<file path="config.mk">
export PLATFORM = sky130hd
export DESIGN_NAME = uart_tx_fifo
export DESIGN_NICKNAME = d
export VERILOG_FILES = /design/src/rtl/uart_pkg.sv /design/src/rtl/uart_tx_fifo_if.sv /design/src/rtl/sync_fifo.sv /design/src/rtl/uart_tx_fifo.sv
export SDC_FILE = /design/constraint.sdc
export NUM_CORES = 1
export LEC_CHECK = 0
export ABC_AREA = 1
export ABC_CLOCK_PERIOD_IN_PS = 2100
export CORE_UTILIZATION = 25
export DETAILED_ROUTE_END_ITERATION = 6
export PLACE_DENSITY_LB_ADDON = 0.3
export SLEW_MARGIN = 20
export SYNTH_ARGS = -nofsm -noshare
export SYNTH_HDL_FRONTEND = slang
export SYNTH_SLANG_ARGS = --single-unit
</file>
<file path="constraint.sdc">
create_clock -name ICE_CLK -period 2.1 [get_ports ICE_CLK]
set_input_delay 0.63 -clock ICE_CLK [delete_from_list [all_inputs] [get_ports ICE_CLK]]
set_output_delay 0.63 -clock ICE_CLK [all_outputs]
set_load 0.05 [all_outputs]
</file>
<file path="src/rtl/uart_pkg.sv">
// Shared UART definitions: default line settings and the transmitter state encoding.
// The TX serializer, its mirror and the RX block all import this package.
package uart_pkg;

    localparam int unsigned DEFAULT_CLK_FREQ  = 12_000_000;
    localparam int unsigned DEFAULT_UART_BAUD = 9600;

    typedef enum logic [1:0] {
        TX_IDLE  = 2'd0,
        TX_START = 2'd1,
        TX_DATA  = 2'd2,
        TX_STOP  = 2'd3
    } tx_state_e;

endpackage

</file>
<file path="src/rtl/uart_tx_fifo_if.sv">
// Valid/ready byte-stream handshake; the producer side is the master and the
// buffer that stores the data is the slave.
interface uart_tx_fifo_if #(
    parameter int WIDTH = 8
) ();

    logic             valid;
    logic [WIDTH-1:0] data;
    logic             ready;

    modport master (output valid, output data, input  ready);
    modport slave  (input  valid, input  data, output ready);

endinterface

</file>
<file path="src/rtl/sync_fifo.sv">
// Single-clock FIFO with a valid/ready write side and a show-ahead read side.
// A write is refused while full, even if a read frees a slot in the same cycle.
module sync_fifo #(
    parameter int WIDTH = 8,
    parameter int DEPTH = 16
) (
    input  logic                     i_clk,
    input  logic                     i_rst,
    uart_tx_fifo_if.slave            wr_if,
    input  logic                     i_pop,
    output logic [WIDTH-1:0]         o_rd_data,
    output logic                     o_full,
    output logic                     o_empty,
    output logic [$clog2(DEPTH):0]   o_count
);

    localparam int           AW       = $clog2(DEPTH);
    localparam logic [AW:0]  FULL_CNT = (AW + 1)'(DEPTH);

    logic [WIDTH-1:0] r_mem [DEPTH];
    logic [AW-1:0]    r_wr_ptr;
    logic [AW-1:0]    r_rd_ptr;
    logic [AW:0]      r_count;
    logic             w_push;
    logic             w_pop;

    assign o_full      = (r_count == FULL_CNT);
    assign o_empty     = (r_count == '0);
    assign o_count     = r_count;
    assign o_rd_data   = r_mem[r_rd_ptr];
    assign wr_if.ready = !o_full;

    assign w_push = wr_if.valid && !o_full;
    assign w_pop  = i_pop && !o_empty;

    // Power-of-two depth lets the pointers wrap by plain overflow.
    always_ff @(posedge i_clk) begin
        if (i_rst) begin
            r_wr_ptr <= '0;
            r_rd_ptr <= '0;
            r_count  <= '0;
        end else begin
            if (w_push) r_wr_ptr <= r_wr_ptr + 1'b1;
            if (w_pop)  r_rd_ptr <= r_rd_ptr + 1'b1;
            case ({w_push, w_pop})
                2'b10:   r_count <= r_count + 1'b1;
                2'b01:   r_count <= r_count - 1'b1;
                default: r_count <= r_count;
            endcase
        end
    end

    // NOTE: storage has no reset; an emptied FIFO never exposes stale entries,
    // and leaving it out keeps the array mappable to RAM.
    always_ff @(posedge i_clk) begin
        if (w_push) r_mem[r_wr_ptr] <= wr_if.data;
    end

endmodule

</file>
<file path="src/rtl/uart_tx_fifo.sv">
// Buffered 8N1 UART transmitter: bytes queue in a sync_fifo and are shifted out
// LSB first, back to back with no idle gap while the buffer holds data.
module uart_tx_fifo
    import uart_pkg::*;
#(
    parameter int unsigned CLK_FREQ   = DEFAULT_CLK_FREQ,
    parameter int unsigned UART_BAUD  = DEFAULT_UART_BAUD,
    parameter int unsigned FIFO_DEPTH = 16
) (
    input  logic                        ICE_CLK,
    input  logic                        RST,
    input  logic                        in_valid,
    input  logic [7:0]                  in_byte,
    output logic                        in_ready,
    output logic                        UART_TX,
    output logic                        busy,
    output logic                        tx_done,
    output logic [$clog2(FIFO_DEPTH):0] fifo_count
);

    localparam int unsigned       CLKS_PER_BIT = CLK_FREQ / UART_BAUD;
    localparam int                BAUD_W       = (CLKS_PER_BIT > 1) ? $clog2(CLKS_PER_BIT) : 1;
    localparam logic [BAUD_W-1:0] BAUD_LAST    = BAUD_W'(CLKS_PER_BIT - 1);

    uart_tx_fifo_if #(.WIDTH(8)) w_in_if ();

    logic [7:0] w_rd_data;
    logic       w_empty;
    logic       w_full;
    logic       w_pop;

    assign w_in_if.valid = in_valid;
    assign w_in_if.data  = in_byte;
    assign in_ready      = w_in_if.ready;

    sync_fifo #(
        .WIDTH (8),
        .DEPTH (FIFO_DEPTH)
    ) u_fifo (
        .i_clk     (ICE_CLK),
        .i_rst     (RST),
        .wr_if     (w_in_if),
        .i_pop     (w_pop),
        .o_rd_data (w_rd_data),
        .o_full    (w_full),
        .o_empty   (w_empty),
        .o_count   (fifo_count)
    );

    tx_state_e         r_state,  w_state_next;
    logic [BAUD_W-1:0] r_baud,   w_baud_next;
    logic [2:0]        r_bit,    w_bit_next;
    logic [7:0]        r_shift,  w_shift_next;
    logic              r_tx,     w_tx_next;
    logic              r_tx_done, w_done_next;
    logic              w_baud_end;

    assign w_baud_end = (r_baud == BAUD_LAST);

    // NOTE: every signal gets its default before the case so no path leaves one
    // unassigned, which would otherwise infer a latch.
    always_comb begin
        w_state_next = r_state;
        w_baud_next  = r_baud + 1'b1;
        w_bit_next   = r_bit;
        w_shift_next = r_shift;
        w_pop        = 1'b0;
        w_tx_next    = 1'b1;
        w_done_next  = 1'b0;

        case (r_state)
            TX_IDLE: begin
                w_baud_next = '0;
                if (!w_empty) begin
                    w_pop        = 1'b1;
                    w_shift_next = w_rd_data;
                    w_state_next = TX_START;
                end
            end
            TX_START: begin
                w_tx_next = 1'b0;
                if (w_baud_end) begin
                    w_baud_next  = '0;
                    w_bit_next   = 3'd0;
                    w_state_next = TX_DATA;
                end
            end
            TX_DATA: begin
                w_tx_next = r_shift[r_bit];
                if (w_baud_end) begin
                    w_baud_next = '0;
                    if (r_bit == 3'd7) w_state_next = TX_STOP;
                    else               w_bit_next   = r_bit + 3'd1;
                end
            end
            TX_STOP: begin
                if (w_baud_end) begin
                    w_baud_next = '0;
                    w_done_next = 1'b1;
                    // Chain straight into the next start bit when more data waits.
                    if (!w_empty) begin
                        w_pop        = 1'b1;
                        w_shift_next = w_rd_data;
                        w_state_next = TX_START;
                    end else begin
                        w_state_next = TX_IDLE;
                    end
                end
            end
            default: w_state_next = TX_IDLE;
        endcase
    end

    // NOTE: state registers use non-blocking assignments so every register
    // samples the pre-edge values, whatever order the statements run in.
    always_ff @(posedge ICE_CLK) begin
        if (RST) begin
            r_state   <= TX_IDLE;
            r_baud    <= '0;
            r_bit     <= 3'd0;
            r_shift   <= 8'h00;
            r_tx      <= 1'b1;
            r_tx_done <= 1'b0;
        end else begin
            r_state   <= w_state_next;
            r_baud    <= w_baud_next;
            r_bit     <= w_bit_next;
            r_shift   <= w_shift_next;
            r_tx      <= w_tx_next;
            r_tx_done <= w_done_next;
        end
    end

    assign UART_TX = r_tx;
    assign tx_done = r_tx_done;
    assign busy    = (r_state != TX_IDLE) || !w_empty;

endmodule

</file>
==> impl_metrics.tcl, run 1 <==
set metrics [dict create \
    core_um2 28940 \
    insertion_delay_ns 0.44 \
    dp_hpwl_um 12200 \
    finalMaxSlewViolations 0 \
    endpoint_kind "flip-flop" \
    viasPerCell 4.285 \
    drive_gt1_share_pct 20.11 \
    hold_class "reg -> reg" \
    drt_iter0_markers 347 \
    grt_overflow 0 \
    die_w_um 174.2 \
    fmax_mhz 472.7 \
    antenna_found_initial 0 \
    pre_cts_slack_ns -0.2679 \
    num_io_pins 20 \
    worst_setup_path_start_kind "flip-flop" \
    start_util_pct 25.62 \
    yosys.area.top_type "edfxtp_1" \
    grt_max_degree 31 \
    critPathRequiredTime_ns 2.47 \
    ys_seq_area_share_pct 63.47 \
    diodes 0 \
    reg2reg_slack_ns -0.02 \
    synth_nets 793 \
    areaGrowthSynthToFinish_pct 26.13 \
    vias 5373 \
    ant_nets 0 \
    worstSetupPathType "reg -> reg" \
    peakVddDrop_v 0.0008856 \
    slew_headroom_pct 67.09 \
    post_drt_wl_per_cell_um 14.44 \
    fin_crit_sh_pct 100.7 \
    synth_edf_count 128 \
    violations "negative setup slack" \
    holdPathStages 2 \
    io_buffers 19 \
    reg2reg_to "u_fifo.o_count[4]$_SDFFE_PP0P_" \
    async_flop_share_pct 0 \
    cp_max_fo 4 \
    core.rowCount 62 \
    synth_top_area_share_pct 51.86 \
    fin_cells 1254 \
    synth_cells 764 \
    yosysWarnings 0 \
    numCtsBuffers 17 \
    dp_cells 1212 \
    syn_area_um2 7412 \
    nets 886 \
    drc 0 \
    grt_pass1_wl_um 28360 \
    whs_ns 0.4900 \
    clk_root_buffer_cell "clkbuf_16" \
    place.gp.congestion 0.8587 \
    ctsLongestPathBuffers 2 \
    synth.distinct_cells 34 \
    ff2ff_path_depth 19 \
    grt.total_usage_pct 12.30 \
    maxCapViolations 0 \
    drt-total-wl_um 18100 \
    holdPathEnd "r_state[1]$_SDFFE_PP0P_" \
    power.density_nw_per_um2 1190 \
    syn_avg_cell_area_um2 9.702 \
    dieHeight_um 174.2 \
    yosysMostFrequentCell "nand2_1" \
    cts_tree "done" \
    rsz0062_at_grt "yes" \
    synth-seq-cells 171 \
    timing.rr.start "r_baud[5]$_SDFF_PP0_" \
    worstPathArrival_ns 2.48 \
    fill_cells 2979 \
    min_period_ns 2.116 \
    synth_area_leaders "edfxtp_1, dfxtp_1, nand2_1, nor2_1, nand3_1" \
    drtPass1Iterations 5 \
    hold_viol 0 \
    clkSinkCount 171 \
    clk_pin_slew_ns 0.07 \
    multi_input_area_um2 2541 \
    regArea_um2 4733 \
    grt_pass1_vias 5371 \
    worst_slack_ns -0.01556 \
    skew_ns 0.01174 \
    synth_common_cells "nand2_1, nor2_1, edfxtp_1, nand3_1, o21ai_0" \
    outcome "finished, violations left" \
    dieArea_um2 30340 \
    worstMarginPinSlew_ns 0.4931 \
    synth_flop_cell "edfxtp_1" \
    htree_levels 4 \
    power_leakage_nw 3.637 \
    setup_viol 1 \
    hp-start "r_state[1]$_SDFFE_PP0P_" \
]
timing repair:
action,in CTS,in global routing
pin swaps,6,17
setup endpoints to repair,2,5
hold buffers,0,0
buffers inserted,5,5
endpoints found under the hold margin,0,0
resized for setup,16,21
routing by layer:
layer	part of all wire (%)	GRT usage, %	vias to the layer above
li1	-	-	2724
met3	3.9	2.712	17
met1	46	15.56	2535
met2	49	20.77	97
met5	0	0	-
met4	1.3	3.911	0
metrics by stage:
stage                     TNS [ns]  area (um^2)  util, %  power, mW
after global placement      -26.05         8578    29.65      7.821
final                     -0.01556         9349    32.31      11.12
after CTS                 -0.04983         9246    31.96      11.08
after detailed placement    -27.06         8578    29.65      7.839
after global routing       -0.3703         9349    32.31      11.83
after floorplan                  0         7476        -      6.434
sequential cells by signal, indices dropped and copies added (netlist names), named ones only:
signal and cells:
UART_TX 1, r_baud 11, r_bit 3, r_shift 8
r_state 2, tx_done 1, u_fifo.o_count 5, u_fifo.r_mem 128
u_fifo.r_rd_ptr 4, u_fifo.r_wr_ptr 4
worst max-delay path by stage:
stage	start	endpoint	slack [ns]	depth (start not counted)
finish	r_baud[5]$_SDFF_PP0_	u_fifo.o_count[4]$_SDFFE_PP0P_	-0.02	19
global route	r_baud[5]$_SDFF_PP0_	u_fifo.o_count[4]$_SDFFE_PP0P_	-0.20	19
CTS	r_baud[1]$_SDFF_PP0_	u_fifo.o_count[4]$_SDFFE_PP0P_	-0.03	19
detailed placement	in_valid	u_fifo.o_count[4]$_SDFFE_PP0P_	-0.27	13
global placement	in_valid	u_fifo.o_count[4]$_SDFFE_PP0P_	-0.26	13
floorplan	u_fifo.o_count[3]$_SDFFE_PP0P_	u_fifo.o_count[4]$_SDFFE_PP0P_	0.01	19
kinds of logic after synthesis:
kind of cell	after synthesis	synth area share (%)
buffers and inverters	73	4.237
AO/OA/AOI/OAI	84	6.043
adder cells (fa/ha/maj)	18	3.039
XOR/XNOR	7	0.8272
flip-flops	171	63.47
AND/OR/NAND/NOR	411	22.38
final cells by class:
class	count	area share [%]
flip-flops and latches	171	50.63
well taps	384	5.139
multi-input cells	520	27.18
inverters	45	1.807
repair buffers	102	9.074
clock inverters	15	1.619
clock buffers	17	4.550
cells in the final DEF, fill, tap and decap left out, drive strengths merged, types with 2 or more instances in the layout:
cell | Yosys | final
a21oi | 20 | 20
buf | 19 | 92
clkbuf | 9 | 17
clkdlybuf4s50 | 0 | 10
clkinv | 0 | 6
dfxtp | 43 | 43
edfxtp | 128 | 128
ha | 18 | 18
inv | 45 | 53
nand2 | 182 | 182
nand3 | 53 | 53
nand3b | 2 | 2
nor2 | 164 | 164
nor3 | 7 | 7
o21ai | 59 | 59
o21bai | 2 | 2
xnor2 | 2 | 2
xor2 | 5 | 5
report_power, final:
part	internal (mW)	total, mW	leakage (nW)	switching, mW
Sequential	3.88	4.02	1.51	0.142
Clock	1.58	3.08	0.281	1.50
Combinational	1.61	4.02	1.84	2.41
Total	7.07	11.1	3.64	4.06
critical path: stages, from the launching register on:
cell	delay, ns
dfxtp_2	0.35
inv_2	0.05
nor2_4	0.09
nand3_2	0.09
nor2_4	0.13
nand2_2	0.06
nand2_2	0.08
nand2_2	0.06
inv_2	0.08
ha_4	0.17
xor2_2	0.16
ha_2	0.19
inv_2	0.04
nand2_2	0.07
nand3_2	0.08
nand2_1	0.07
nand2_1	0.05
nand2_1	0.05
nand2_1	0.04
a21oi_1	0.12
Power figures use the tool's default switching activity.
==> run 2, diff against run 1 <==
Settings changed: CTS_BUF_LIST set to sky130_fd_sc_hd__clkbuf_4 sky130_fd_sc_hd__clkbuf_8, MAX_ROUTING_LAYER set to met4.
==> run 2 against run 1 <==
- the flow still finishes with violations (negative setup slack)
- global-route usage rose by 0.33 points
- final area fell by 1.5%
- sequential power barely moved
- clock skew rose by 0.0040 ns
- critical path depth rose by 1
- critical endpoint is now u_fifo.o_count[3]$_SDFFE_PP0P_
==> impl_metrics.tcl, run 2 (synthesis gave the netlist of run 1 again) <==
set metrics [dict create \
    tns_ns -0.08626 \
    mostFrequentLayoutCells "nand2_1, nor2_1, edfxtp_1" \
    core_um2 28940 \
    nets 887 \
    skew_ns 0.01572 \
    clk_root_buffer_cell "clkbuf_8" \
    core.rowCount 62 \
    fill_cells 3001 \
    dieHeight_um 174.2 \
    largest_reg_flops 128 \
    cp_max_fo 3 \
    drc 0 \
    start_util_pct 25.62 \
    finalMaxSlewViolations 0 \
    wl_met2_um 8892 \
    fin_crit_sh_pct 101.5 \
    diodes 0 \
    slew_headroom_pct 67.09 \
    dp_hpwl_um 12200 \
    min_period_ns 2.131 \
    hold_viol 0 \
    clkSinkCount 171 \
    worstPathArrival_ns 2.49 \
    grt_max_degree 31 \
    cts_tree "done" \
    place.gp.congestion 0.8748 \
    power_leakage_nw 3.560 \
    hold_class "reg -> reg" \
    worstSetupPathType "reg -> reg" \
    setup_viol 3 \
    critPathRequiredTime_ns 2.46 \
    clk_pin_slew_ns 0.09 \
    grt_pass1_wl_um 28310 \
    fin_cells 1255 \
    dp_cells 1212 \
    areaGrowthSynthToFinish_pct 24.27 \
    dieArea_um2 30340 \
    ctsLongestPathBuffers 2 \
    die_w_um 174.2 \
    violations "negative setup slack" \
    antenna_found_initial 0 \
    fmax_mhz 469.3 \
    grt_pass1_vias 5376 \
    viasPerCell 4.243 \
    rsz0062_at_grt "yes" \
    worstMarginPinSlew_ns 0.4931 \
    endpoint_kind "flip-flop" \
    vias 5325 \
    worst_slack_ns -0.03074 \
    grt.total_usage_pct 12.63 \
    outcome "finished, violations left" \
    insertion_delay_ns 0.47 \
    ant_nets 0 \
    grt_overflow 0 \
    maxCapViolations 0 \
    numCtsBuffers 17 \
    power.density_nw_per_um2 1133 \
    regMostFlops "u_fifo.r_mem" \
    drt_iter0_markers 360 \
    drive_gt1_share_pct 20.78 \
    htree_levels 4 \
    io_buffers 19 \
    top_layer_used "met4" \
    num_io_pins 20 \
    wl_met1_um 8308 \
    post_drt_wl_per_cell_um 14.40 \
    peakVddDrop_v 0.0008965 \
    reg_top3 "u_fifo.r_mem (128), r_baud (11), r_shift (8)" \
    drtPass1Iterations 4 \
    wl_met3_um 685 \
    worst_setup_path_start_kind "flip-flop" \
    final_common_cell "nand2_1" \
    drt-total-wl_um 18070 \
]
run 2: cell count changes in the layout (fill, tap and decap cells not counted), sizes merged:
cell and delta:
buf +1
run 2: final timing paths:
| check | end | start | slack (ns) | cells past startpoint |
|---|---|---|---|---|
| setup / recovery | u_fifo.o_count[3]$_SDFFE_PP0P_ | u_fifo.o_count[1]$_SDFFE_PP0P_ | -0.03 | 20 |
| hold / removal | u_fifo.r_rd_ptr[3]$_SDFFE_PP0N_ | u_fifo.r_rd_ptr[3]$_SDFFE_PP0N_ | 0.50 | 2 |
| setup reg to reg | u_fifo.o_count[3]$_SDFFE_PP0P_ | u_fifo.o_count[1]$_SDFFE_PP0P_ | -0.03 | 20 |
| hold reg to reg | u_fifo.r_rd_ptr[3]$_SDFFE_PP0N_ | u_fifo.r_rd_ptr[3]$_SDFFE_PP0N_ | 0.50 | 2 |
run 2: worst max-delay path: stages, from the launching register on:
cell and delay (ns):
dfxtp_4 0.36, nor2_4 0.12, buf_6 0.11, nand3_4 0.06
nand2_2 0.08, inv_2 0.03, nand2_2 0.06, nand2_2 0.06
nand2_2 0.07, inv_2 0.06, buf_4 0.12, buf_4 0.13
ha_4 0.16, nand2_2 0.07, inv_1 0.05, a21boi_2 0.11
nand2_1 0.07, nand2_1 0.07, nand2_1 0.05, o21ai_1 0.14
inv_1 0.04
run 2: final cells by class:
cell class                 count  area [um^2]  area share, %
multi-input combinational    520         2570          27.90
clock inverter                15        151.4          1.644
inverter                      45        168.9          1.834
tap                          384        480.5          5.216
sequential                   171         4736          51.41
timing repair buffer         103        870.8          9.454
clock buffer                  17        234.0          2.540
run 2: metal layers:
metal,GRT usage (%),vias up
li1,-,2723
met3,2.625,12
met5,-,-
met2,20.72,88
met4,3.582,0
met1,15.66,2502
run 2: stage by stage:
step	hold slack [ns]	utilization [%]	setup slack, ns	instance area [um^2]	power [mW]
2_1_floorplan	0.4334	-	0.01118	7476	6.434
3_3_place_gp	0.4786	29.65	-0.2621	8578	7.821
3_5_place_dp	0.4858	29.65	-0.2679	8578	7.839
4_1_cts	0.4952	31.23	-0.08101	9037	10.25
5_1_grt	0.5246	31.83	-0.1955	9211	11.15
6_report	0.5023	31.83	-0.03074	9211	10.44
run 2: power by group:
group          internal, mW  total [mW]  switching, mW
clock                 0.884        2.27           1.39
combinational          1.68        4.15           2.47
sequential             3.88        4.02          0.141
total                  6.44        10.4           4.00
run 2: timing repair:
| item | CTS | global route |
|---|---|---|
| endpoints found under the setup margin | 3 | 6 |
| gates resized for setup | 16 | 34 |
| buffers inserted | 4 | 7 |
| hold buffers | 0 | 0 |
| pin swaps | 8 | 26 |
